--- config.mk ---
export PLATFORM = sky130hd
export DESIGN_NAME = csa_acc_sched_flat
export DESIGN_NICKNAME = d
export VERILOG_FILES = /design/src/rtl/csa_pkg.sv /design/src/rtl/csa_acc_sched_if.sv /design/src/rtl/csa_186.sv /design/src/rtl/csa_acc_sched.sv /design/src/flat_wrapper.sv
export SDC_FILE = /design/constraint.sdc
export NUM_CORES = 2
export LEC_CHECK = 0
export CORE_ASPECT_RATIO = 1.25
export CORE_MARGIN = 3
export CORE_UTILIZATION = 60
export DETAILED_ROUTE_END_ITERATION = 6
export PLACE_DENSITY = 0.86
export SETUP_SLACK_MARGIN = 0.5
export SLEW_MARGIN = 5
export SYNTH_ARGS = -nofsm -noshare
export SYNTH_HDL_FRONTEND = slang
export SYNTH_SLANG_ARGS = --single-unit
--- constraint.sdc ---
create_clock -name clk -period 30.6 [get_ports clk]
set_clock_uncertainty 0.05 [all_clocks]
set_input_delay 6.12 -clock clk [delete_from_list [all_inputs] [get_ports clk]]
set_output_delay 6.12 -clock clk [all_outputs]
set_load 0.03 [all_outputs]
--- src/rtl/csa_pkg.sv ---
// Shared types and defaults for the carry-save accumulator sequencer.
// Holds the state encoding, default widths and the chunk-index width.
package csa_pkg;

   localparam int unsigned W_DEF     = 186;
   localparam int unsigned CHUNK_DEF = 62;
   localparam int unsigned NCHUNK    = W_DEF / CHUNK_DEF;
   localparam int unsigned KW        = (NCHUNK > 1) ? $clog2(NCHUNK) : 1;

   typedef logic [1:0] state_t;

   localparam state_t IDLE = 2'd0;
   localparam state_t ACC  = 2'd1;
   localparam state_t RES  = 2'd2;
   localparam state_t OUT  = 2'd3;

endpackage

--- src/rtl/csa_acc_sched_if.sv ---
// Addend input and result output handshake bundle for csa_acc_sched.
// in_neg exists only when CSA_ACC_SUB_EN is defined.
interface csa_acc_sched_if
   import csa_pkg::*;
#(
   parameter int unsigned W = W_DEF
) ();

   logic         in_valid;
   logic         in_ready;
   logic [W-1:0] in_data;
   logic         in_last;
`ifdef CSA_ACC_SUB_EN
   logic         in_neg;
`endif
   logic         out_valid;
   logic         out_ready;
   logic [W-1:0] out_data;

`ifdef CSA_ACC_SUB_EN
   modport master (output in_valid, in_data, in_last, in_neg, out_ready,
                   input  in_ready, out_valid, out_data);
   modport slave  (input  in_valid, in_data, in_last, in_neg, out_ready,
                   output in_ready, out_valid, out_data);
`else
   modport master (output in_valid, in_data, in_last, out_ready,
                   input  in_ready, out_valid, out_data);
   modport slave  (input  in_valid, in_data, in_last, out_ready,
                   output in_ready, out_valid, out_data);
`endif

endinterface

--- src/rtl/csa_186.sv ---
// 186-bit 3:2 carry-save stage; carry output pre-shifted, top carry dropped.
module csa_186 (
   input  logic [185:0] x,
   input  logic [185:0] y,
   input  logic [185:0] z,
   output logic [185:0] s,
   output logic [185:0] c
);

   logic [185:0] maj;

   assign maj = (x & y) | (x & z) | (y & z);
   assign s   = x ^ y ^ z;
   assign c   = {maj[184:0], 1'b0};

endmodule

--- src/rtl/csa_acc_sched.sv ---
// Folds a stream of addends into a redundant carry/sum pair, then resolves it
// with a chunked CPA. Optional subtraction enabled by macro CSA_ACC_SUB_EN.
module csa_acc_sched
   import csa_pkg::*;
#(
   parameter int unsigned W     = W_DEF,
   parameter int unsigned CHUNK = CHUNK_DEF,
   parameter int unsigned CNT_W = 8
) (
   input  logic             clk,
   input  logic             rst,
   csa_acc_sched_if.slave   bus,
   output logic [CNT_W-1:0] beat_cnt,
   output logic             busy
);

   localparam int unsigned NCH = W / CHUNK;
   localparam int unsigned KLW = (NCH > 1) ? $clog2(NCH) : 1;

   state_t           state, state_nx;
   logic [KLW-1:0]   k, k_nx;
   logic             in_ready_q, in_ready_nx;
   logic             out_valid_q, out_valid_nx;
   logic             busy_q, busy_nx;

   logic [W-1:0]     c_reg, s_reg, out_data_q;
   logic [W-1:0]     csa_x_c, csa_s_c, csa_c_c;
   logic [CNT_W-1:0] beat_cnt_q;
   logic [1:0]       cy, cy_in_c;
   logic [31:0]      base_c;
   logic [CHUNK+1:0] neg_ext_c, slice_sum_c;
   logic             accept_c, clear_c;

   assign accept_c = bus.in_valid & in_ready_q;
   assign clear_c  = (state == OUT) & bus.out_ready;

`ifdef CSA_ACC_SUB_EN
   logic [CNT_W-1:0] neg_cnt;
   assign csa_x_c   = bus.in_neg ? ~bus.in_data : bus.in_data;
   assign neg_ext_c = (k == '0) ? (CHUNK+2)'(neg_cnt) : '0;
`else
   assign csa_x_c   = bus.in_data;
   assign neg_ext_c = '0;
`endif

   csa_186 u_csa (
      .x (csa_x_c),
      .y (s_reg),
      .z (c_reg),
      .s (csa_s_c),
      .c (csa_c_c)
   );

   // One CPA slice per RES cycle; cy is forced to zero on the low slice.
   assign base_c      = 32'(k) * CHUNK;
   assign cy_in_c     = (k == '0) ? 2'd0 : cy;
   assign slice_sum_c = {2'b00, s_reg[base_c +: CHUNK]}
                      + {2'b00, c_reg[base_c +: CHUNK]}
                      + (CHUNK+2)'(cy_in_c)
                      + neg_ext_c;

   always_ff @(posedge clk or posedge rst) begin
      if (rst) begin
         state       <= IDLE;
         k           <= '0;
         in_ready_q  <= 1'b1;
         out_valid_q <= 1'b0;
         busy_q      <= 1'b0;
      end else begin
         state       <= state_nx;
         k           <= k_nx;
         in_ready_q  <= in_ready_nx;
         out_valid_q <= out_valid_nx;
         busy_q      <= busy_nx;
      end
   end

   always_comb begin
      state_nx = state;
      k_nx     = k;
      case (state)
         IDLE, ACC: begin
            if (accept_c) begin
               state_nx = bus.in_last ? RES : ACC;
               k_nx     = '0;
            end
         end
         RES: begin
            if (k == KLW'(NCH - 1)) begin
               state_nx = OUT;
               k_nx     = '0;
            end else begin
               k_nx = k + KLW'(1);
            end
         end
         OUT: begin
            if (bus.out_ready) state_nx = IDLE;
         end
         default: state_nx = IDLE;
      endcase
      in_ready_nx  = (state_nx == IDLE) || (state_nx == ACC);
      out_valid_nx = (state_nx == OUT);
      busy_nx      = (state_nx != IDLE);
   end

   // Redundant accumulator, counters and resolved result.
   always_ff @(posedge clk or posedge rst) begin
      if (rst) begin
         c_reg      <= '0;
         s_reg      <= '0;
         out_data_q <= '0;
         beat_cnt_q <= '0;
         cy         <= 2'd0;
`ifdef CSA_ACC_SUB_EN
         neg_cnt    <= '0;
`endif
      end else begin
         if (accept_c) begin
            c_reg <= csa_c_c;
            s_reg <= csa_s_c;
            if (beat_cnt_q != '1) beat_cnt_q <= beat_cnt_q + CNT_W'(1);
`ifdef CSA_ACC_SUB_EN
            if (bus.in_neg) neg_cnt <= neg_cnt + CNT_W'(1);
`endif
         end
         if (state == RES) begin
            out_data_q[base_c +: CHUNK] <= slice_sum_c[CHUNK-1:0];
            cy                          <= slice_sum_c[CHUNK +: 2];
         end
         if (clear_c) begin
            c_reg      <= '0;
            s_reg      <= '0;
            beat_cnt_q <= '0;
`ifdef CSA_ACC_SUB_EN
            neg_cnt    <= '0;
`endif
         end
      end
   end

   assign bus.in_ready  = in_ready_q;
   assign bus.out_valid = out_valid_q;
   assign bus.out_data  = out_data_q;
   assign beat_cnt      = beat_cnt_q;
   assign busy          = busy_q;

endmodule

--- src/flat_wrapper.sv ---
// flat-port wrapper written by rule: the top's interface ports become plain ports
module csa_acc_sched_flat import csa_pkg::*;
#(
   parameter int unsigned W     = W_DEF,
   parameter int unsigned CHUNK = CHUNK_DEF,
   parameter int unsigned CNT_W = 8
)
  (clk, rst, beat_cnt, busy, bus_in_valid, bus_in_data, bus_in_last, bus_out_ready, bus_in_ready, bus_out_valid, bus_out_data);
  csa_acc_sched_if #(.W(W)) bus_i ();
  input  logic clk;
  input  logic rst;
  output logic [CNT_W-1:0] beat_cnt;
  output logic busy;
  input wire logic [$bits(bus_i.in_valid)-1:0] bus_in_valid;
  input wire logic [$bits(bus_i.in_data)-1:0] bus_in_data;
  input wire logic [$bits(bus_i.in_last)-1:0] bus_in_last;
  input wire logic [$bits(bus_i.out_ready)-1:0] bus_out_ready;
  output wire logic [$bits(bus_i.in_ready)-1:0] bus_in_ready;
  output wire logic [$bits(bus_i.out_valid)-1:0] bus_out_valid;
  output wire logic [$bits(bus_i.out_data)-1:0] bus_out_data;
  assign bus_i.in_valid = bus_in_valid;
  assign bus_i.in_data = bus_in_data;
  assign bus_i.in_last = bus_in_last;
  assign bus_i.out_ready = bus_out_ready;
  assign bus_in_ready = bus_i.in_ready;
  assign bus_out_valid = bus_i.out_valid;
  assign bus_out_data = bus_i.out_data;
  csa_acc_sched #(.W(W), .CHUNK(CHUNK), .CNT_W(CNT_W)) u_core (.clk(clk), .rst(rst), .bus(bus_i), .beat_cnt(beat_cnt), .busy(busy));
endmodule
### Word-level counts from Yosys, hierarchy flattened

Cells that the tools add are included.

| storage, ports and cells | value |
|---|---|
| bits of input ports | 191 |
| flip-flop bits (word level) | 575 |

| cells by class | value |
|---|---|
| $mul | 1 |
| mux-type cells | 17 |
| add/sub/neg operators | 5 |
| eq/ne operators | 8 |
| shift operators | 4 |
| bitwise operators | 9 |
| reduce and logical (&&, ||, !) cells | 11 |

Operator list:

| cell | number |
|---|---|
| 2-to-1 mux 186 bit | 4 |
| bitwise AND 185 bit | 3 |
| indexed part select 186 x 9 -> 62 bit | 2 |
| XOR 186 bit | 2 |
| OR 185 bit | 2 |
| bitwise mux 186 bit | 1 |
| variable shift 62 x 34 -> 186 bit, first input constant | 1 |
| indexed part select 62 x 34 -> 186 bit | 1 |
| adder 64 x 2 -> 64 bit | 1 |
| adder 62 x 62 -> 63 bit | 1 |
| negator 8 -> 34 bit | 1 |
| 2-to-1 mux 8 bit | 3 |
| 2-to-1 mux 2 bit | 7 |
| adder 8 x 1 -> 8 bit, second input constant | 1 |
| equality test 2 bit, second input constant | 4 |
| inequality test 8 bit, second input constant | 1 |
| nonzero test 2 bit | 4 |
| multiplier 2 x 5 -> 7 bit, second input constant | 1 |
| logical NOT 2 bit | 3 |
| one-hot mux 2 bit (3 select lines) | 1 |
| equality test 2 x 1 -> 1 bit, second input constant | 2 |
| one-hot mux 2 bit (2 select lines) | 1 |
| AND reduction 2 bit | 2 |
| adder 2 x 1 -> 2 bit, second input constant | 1 |
| other kinds (4) | 5 |

### Logic depth before layout (Yosys ltp)

| depth | value |
|---|---|
| depth in word-level cells | 6 |
| depth in mapped cells | 25 |

### Modules after synthesis

Synthesis repeated with hierarchy kept, for this count alone.

| second synthesis, totals | value |
|---|---|
| cell total of the unflattened synthesis | 3,771 |
| area total of the unflattened synthesis | 34,483.1 sq um |

By module, submodules not included:

| module | area an instance (sq um) | instances | cells each |
|---|---|---|---|
| csa_acc_sched | 30,744.5 | 1 | 3,583 |
| csa_186 | 3,738.6 | 1 | 188 |

### Worst setup path before layout

Ideal clock, no wire load.

| timing | value |
|---|---|
| path type | in2reg |
| from | in bus_in_valid |
| to | reg u_core.c_reg[100] |
| required time | 30,456 ps |
| cell stages on the path | 6 |
| setup slack | 23,137 ps |
| arrival | 7,319 ps |
| cell sequence | and2_1 -> clkbuf_1 -> clkbuf_1 -> clkbuf_1 -> nor2_1 -> a211oi_1 |

| on the way | value |
|---|---|
| word-level cells in the longest chain between the ends | 2 |

Ends and longest elaborated chain:

| item | line | RTL |
|---|---|---|
| start: declaration | flat_wrapper.sv:14 | `input wire logic [$bits(bus_i.in_valid)-1:0] bus_in_valid;` |
| bitwise AND 1 bit | csa_acc_sched.sv:34 | `assign accept_c = bus.in_valid & in_ready_q;` |
| nonzero test 2 bit (no source line) | - |  |
| end signal: assignment | csa_acc_sched.sv:119 | `c_reg <= csa_c_c;` |
| end: declaration | csa_acc_sched.sv:26 | `logic [W-1:0] c_reg, s_reg, out_data_q;` |

No other way between the ends.
A chain may end at the register's enable or synchronous reset.

### Worst setup path after layout

| timing | value |
|---|---|
| from | in bus_in_valid |
| to | reg u_core.s_reg[56] |

| on the way | value |
|---|---|
| word-level cells in the longest chain between the ends | 2 |

Ends and longest elaborated chain:

| item | line | RTL |
|---|---|---|
| bitwise AND 1 bit | csa_acc_sched.sv:34 |  |
| nonzero test 2 bit (no source line) | - |  |
| end signal: assignment | csa_acc_sched.sv:120 | `s_reg <= csa_s_c;` |
| end: declaration | csa_acc_sched.sv:26 |  |

No other way between the ends.

==> out/qor.log <==
INFO  sta            final-setup-viol-count=0
INFO  drt            post_drt_via_cell_ratio=6.13
INFO  logic_synthesis syn-instance-count=4,267
INFO  logic_synthesis xor_and_xnor_area_share_after_synthesis=2.47%
INFO  logic_synthesis synth_compound_gate_area_share=20.2%
INFO  grt            gr-usage-all-layers=32.6%
INFO  drt            drtAntennaViolNets=0
INFO  sta            rsz0062_at_grt=false
INFO  logic_synthesis combinational_family_with_the_most_area_after_synthesis=compound AO/OA/AOI/OAI gates
INFO  logic_synthesis syn_area_per_cell=8.81um2
INFO  floorplan      io_pins=388
INFO  run            cap_violations=0
INFO  logic_synthesis asyncSetResetFlopFracSynth=100%
INFO  setup_path     timing.critical_path.fanout_max=125
INFO  cts            worst_skew_pair.late_latency=0.63ns
INFO  floorplan      dieArea=0.0657mm2
INFO  setup_path     critical_path.top_delay_family=buffers and inverters
INFO  cts            clkTransAtPathRegs=0.06ns
INFO  place          post-dp-hpwl=79,300um
INFO  sta            post-route-min-period=11.12ns
INFO  worst_hold_path timing.hold.worst.class=register to register
INFO  sta            tightest_slew=1.16ns
INFO  logic_synthesis warning_count_from_the_yosys_run=0
INFO  setup_path     critPathKind=input port to register
INFO  drt            detail_route.wl_per_cell=20.4um
INFO  floorplan      die_outline_width=230um
INFO  floorplan      die-height=286um
INFO  layout         stdcell_area=0.0436mm2
INFO  logic_synthesis basic_gate_share_of_the_synthesized_area_counting_and_or_nand_and_nor_cells=14.1%
INFO  grt            grt_start_max_net_pins=126
INFO  place          port_buffers=387
INFO  setup_path     crit_slowest_cell=sky130_fd_sc_hd__buf_4
INFO  sta            worst_hold_slack=0.426ns
INFO  cts            ctsLongestPathBuffers=3
INFO  logic_synthesis synth.area.mux_share=4.09%
INFO  logic_synthesis postSynthRegisterBits=574
INFO  sta            slew_headroom=22.7%
INFO  logic_synthesis ys_types=97
INFO  logic_synthesis dominantRegCellSynth=sky130_fd_sc_hd__dfrtp_1
INFO  cts            clock_tree_from_tritoncts=yes
INFO  layout         sequential_cell_area=0.0144mm2
INFO  place          area_post_placement=0.0418mm2
INFO  cts            clock-root-buffer=sky130_fd_sc_hd__clkbuf_16
INFO  floorplan      rows=102
INFO  setup_path     timing.critical_path.slowest_cell_delay=0.99ns
INFO  sta            timing.final.hold_violations=0
INFO  cts            cts.htree.levels=2
INFO  drt            wl=109,000um
INFO  setup_path     worst_ep_required_time=31.04ns
INFO  drt            via_count=32,700
INFO  grt            total_overflow_reported_by_the_global_router=0
INFO  place          pre_cts_slack=19.06ns
INFO  logic_synthesis syn-num-nets=4,715
INFO  cts            tritoncts.num_buffers=56
INFO  setup_path     timing.critical_path.to_type=register
INFO  grt            grt_pass1_wl=174,000um
INFO  grt            antenna_found_initial=0
INFO  drt            drt-initial-drc-count=3,449
INFO  cts            cts_resized=0
INFO  setup_path     worst_ep_arrival_time=11.56ns
INFO  sta            finalMaxSlewViolations=0
INFO  setup_path     path_cells=clkdlybuf4s50_1 > and2_4 > buf_4 > buf_4 > buf_4 > buf_4 > nor2_1 > a211oi_1
INFO  floorplan      core_area=0.0620mm2
INFO  layout         net_count_final=4,914
INFO  logic_synthesis netlist_area_pre_place=0.0376mm2
INFO  layout         fillers=4,684
INFO  layout         multiInputGateArea=0.0200mm2
INFO  run_status     outcome=complete, no violations
INFO  layout         num_antenna_cells=0
INFO  logic_synthesis synth.yosys.seq_area_share=38.2%
INFO  sta            finalWorstSetupSlack=19.48ns
INFO  sta            finalSetupTns=0ns
INFO  setup_path     crit_path_start_kind=input port
INFO  floorplan      floorplan.initialDensity=60.6%
INFO  drt            drt_first_pass_iters=6
INFO  setup_path     path_common_cell=sky130_fd_sc_hd__buf_4
INFO  cts            post-cts-setup-buffers=0
INFO  place          gpl.final_weighted_congestion=0.979
INFO  sta            min_period_over_period=36.3%
INFO  grt            first_global_vias=31,900
INFO  logic_synthesis post_synth_fa_ha_maj_area_fraction=12.3%
INFO  drt            drcViolationCount=0
INFO  sta            timing.fmax=89.9MHz
INFO  logic_synthesis synth_edf_count=0
INFO  setup_path     path_buf_inv=5
INFO  cts            cts_hold_buf=0
INFO  layout         drive_gt1_share=4.13%
INFO  layout         areaGrowthSynthToFinish=15.9%
INFO  cts            numClockSinks=574
## routing by layer
layer | vias up | part of all wire, % | track usage [%] | wire length (um)
li1 | 14900 | - | - | -
met1 | 15900 | 41 | 43.9 | 44100
met2 | 1545 | 48 | 53.1 | 51700
met3 | 319 | 6.7 | 4.31 | 7330
met4 | 0 | 5.0 | 14.8 | 5450
met5 | - | 0 | 0 | 0
## cells in the final DEF, fill, tap and decap left out, drive strengths merged, types with 11 or more instances in the layout
cell type	count
nor3	52
dfrtp	573
a32o	18
clkbuf	85
nand4	52
a22o	55
buf	38
nand3	47
and3	16
and2	22
nand2	402
nand2b	11
or2	11
inv	582
a21oi	136
nor2	521
xnor2	55
a211o	13
a211oi	391
o221ai	17
or3	17
clkdlybuf4s50	387
o21ai	274
fa	186
xor2	50
ha	71
o211ai	30
nor4	23
o31ai	13
o21a	20
mux2i	147
a21o	27
## synthesized netlist by cell type (16+ instances only)
cell type	count	area, um2
sky130_fd_sc_hd__dfrtp_1	573	14300
sky130_fd_sc_hd__fa_1	186	3720
sky130_fd_sc_hd__nand3_1	46	230
sky130_fd_sc_hd__nand4_1	51	319
sky130_fd_sc_hd__xor2_1	49	429
sky130_fd_sc_hd__o211ai_1	29	218
sky130_fd_sc_hd__nor3_1	52	260
sky130_fd_sc_hd__o21a_1	20	150
sky130_fd_sc_hd__nor2_1	521	1960
sky130_fd_sc_hd__and2_1	21	131
sky130_fd_sc_hd__a21o_1	27	203
sky130_fd_sc_hd__nor4_1	16	100
sky130_fd_sc_hd__o221ai_1	17	149
sky130_fd_sc_hd__xnor2_1	55	482
sky130_fd_sc_hd__a21oi_1	134	671
sky130_fd_sc_hd__buf_1	38	143
sky130_fd_sc_hd__inv_1	581	2180
sky130_fd_sc_hd__ha_1	71	888
sky130_fd_sc_hd__buf_2	21	105
sky130_fd_sc_hd__nand2_1	402	1510
sky130_fd_sc_hd__and3_1	16	100
sky130_fd_sc_hd__a211oi_1	389	2920
sky130_fd_sc_hd__mux2i_1	147	1470
sky130_fd_sc_hd__a22o_1	55	482
sky130_fd_sc_hd__a32o_1	18	180
sky130_fd_sc_hd__clkbuf_1	223	837
sky130_fd_sc_hd__o21ai_0	263	1320
sky130_fd_sc_hd__or3_1	17	106
## final timing paths
kind	start	endpoint	slack [ns]	cells past startpoint
min reg2reg	u_core.bus.out_data[152]	u_core.bus.out_data[152]	0.43	2
max	bus_in_valid	u_core.s_reg[56]	19.48	8
max in group asynchronous	rst	u_core.s_reg[106]	21.50	5
max reg2reg	u_core.k[0]	u_core.bus.out_data[60]	21.84	20
min	u_core.bus.out_data[152]	u_core.bus.out_data[152]	0.43	2
min in group asynchronous	rst	u_core.bus.out_data[85]	6.01	2
## kinds of logic after synthesis
kind of cell               count (synthesis)
xor gates and xnor gates                 105
buffers and inverters                    866
muxes                                    153
DFF                                      574
and+or+nand+nor                         1209
adders and majority gates                257
AOI/OAI and AO/OA                       1103
## worst register-to-register path, stage by stage (launching register included)
cell	delay, ns
sky130_fd_sc_hd__dfrtp_4	1.01
sky130_fd_sc_hd__inv_2	0.13
sky130_fd_sc_hd__nor2_4	0.13
sky130_fd_sc_hd__buf_4	0.50
sky130_fd_sc_hd__buf_4	0.71
sky130_fd_sc_hd__a21oi_1	0.37
sky130_fd_sc_hd__inv_1	0.12
sky130_fd_sc_hd__ha_1	0.25
sky130_fd_sc_hd__a211oi_2	0.42
sky130_fd_sc_hd__o211ai_1	0.19
sky130_fd_sc_hd__a21boi_1	0.60
sky130_fd_sc_hd__a2bb2oi_1	0.28
sky130_fd_sc_hd__nand4_1	0.18
sky130_fd_sc_hd__nor4b_2	0.44
sky130_fd_sc_hd__nand4_1	0.57
sky130_fd_sc_hd__nor4_2	0.79
sky130_fd_sc_hd__nand4_2	0.38
sky130_fd_sc_hd__nor3b_1	0.34
sky130_fd_sc_hd__xor2_1	0.73
sky130_fd_sc_hd__o32a_1	0.33
sky130_fd_sc_hd__o21ai_0	0.09
## final cells by class
class / count / area share [%]
timing repair buffer: 425 / 9.54
inverter: 582 / 5.03
sequential: 574 / 33.0
clock buffer: 85 / 3.86
tap: 832 / 2.39
multi-input combinational: 2827 / 45.9
clock inverter: 13 / 0.336
## through the flow
step           utilization, %  cells
6_report                 70.3   5338
5_1_grt                  70.3   5338
4_1_cts                  70.3   5338
3_5_place_dp             67.3   5240
3_3_place_gp             67.3   5240
2_1_floorplan               -   4267
Power is not shown: default switching activity piles up to over one toggle a cycle in this logic, so the estimate is an artifact.
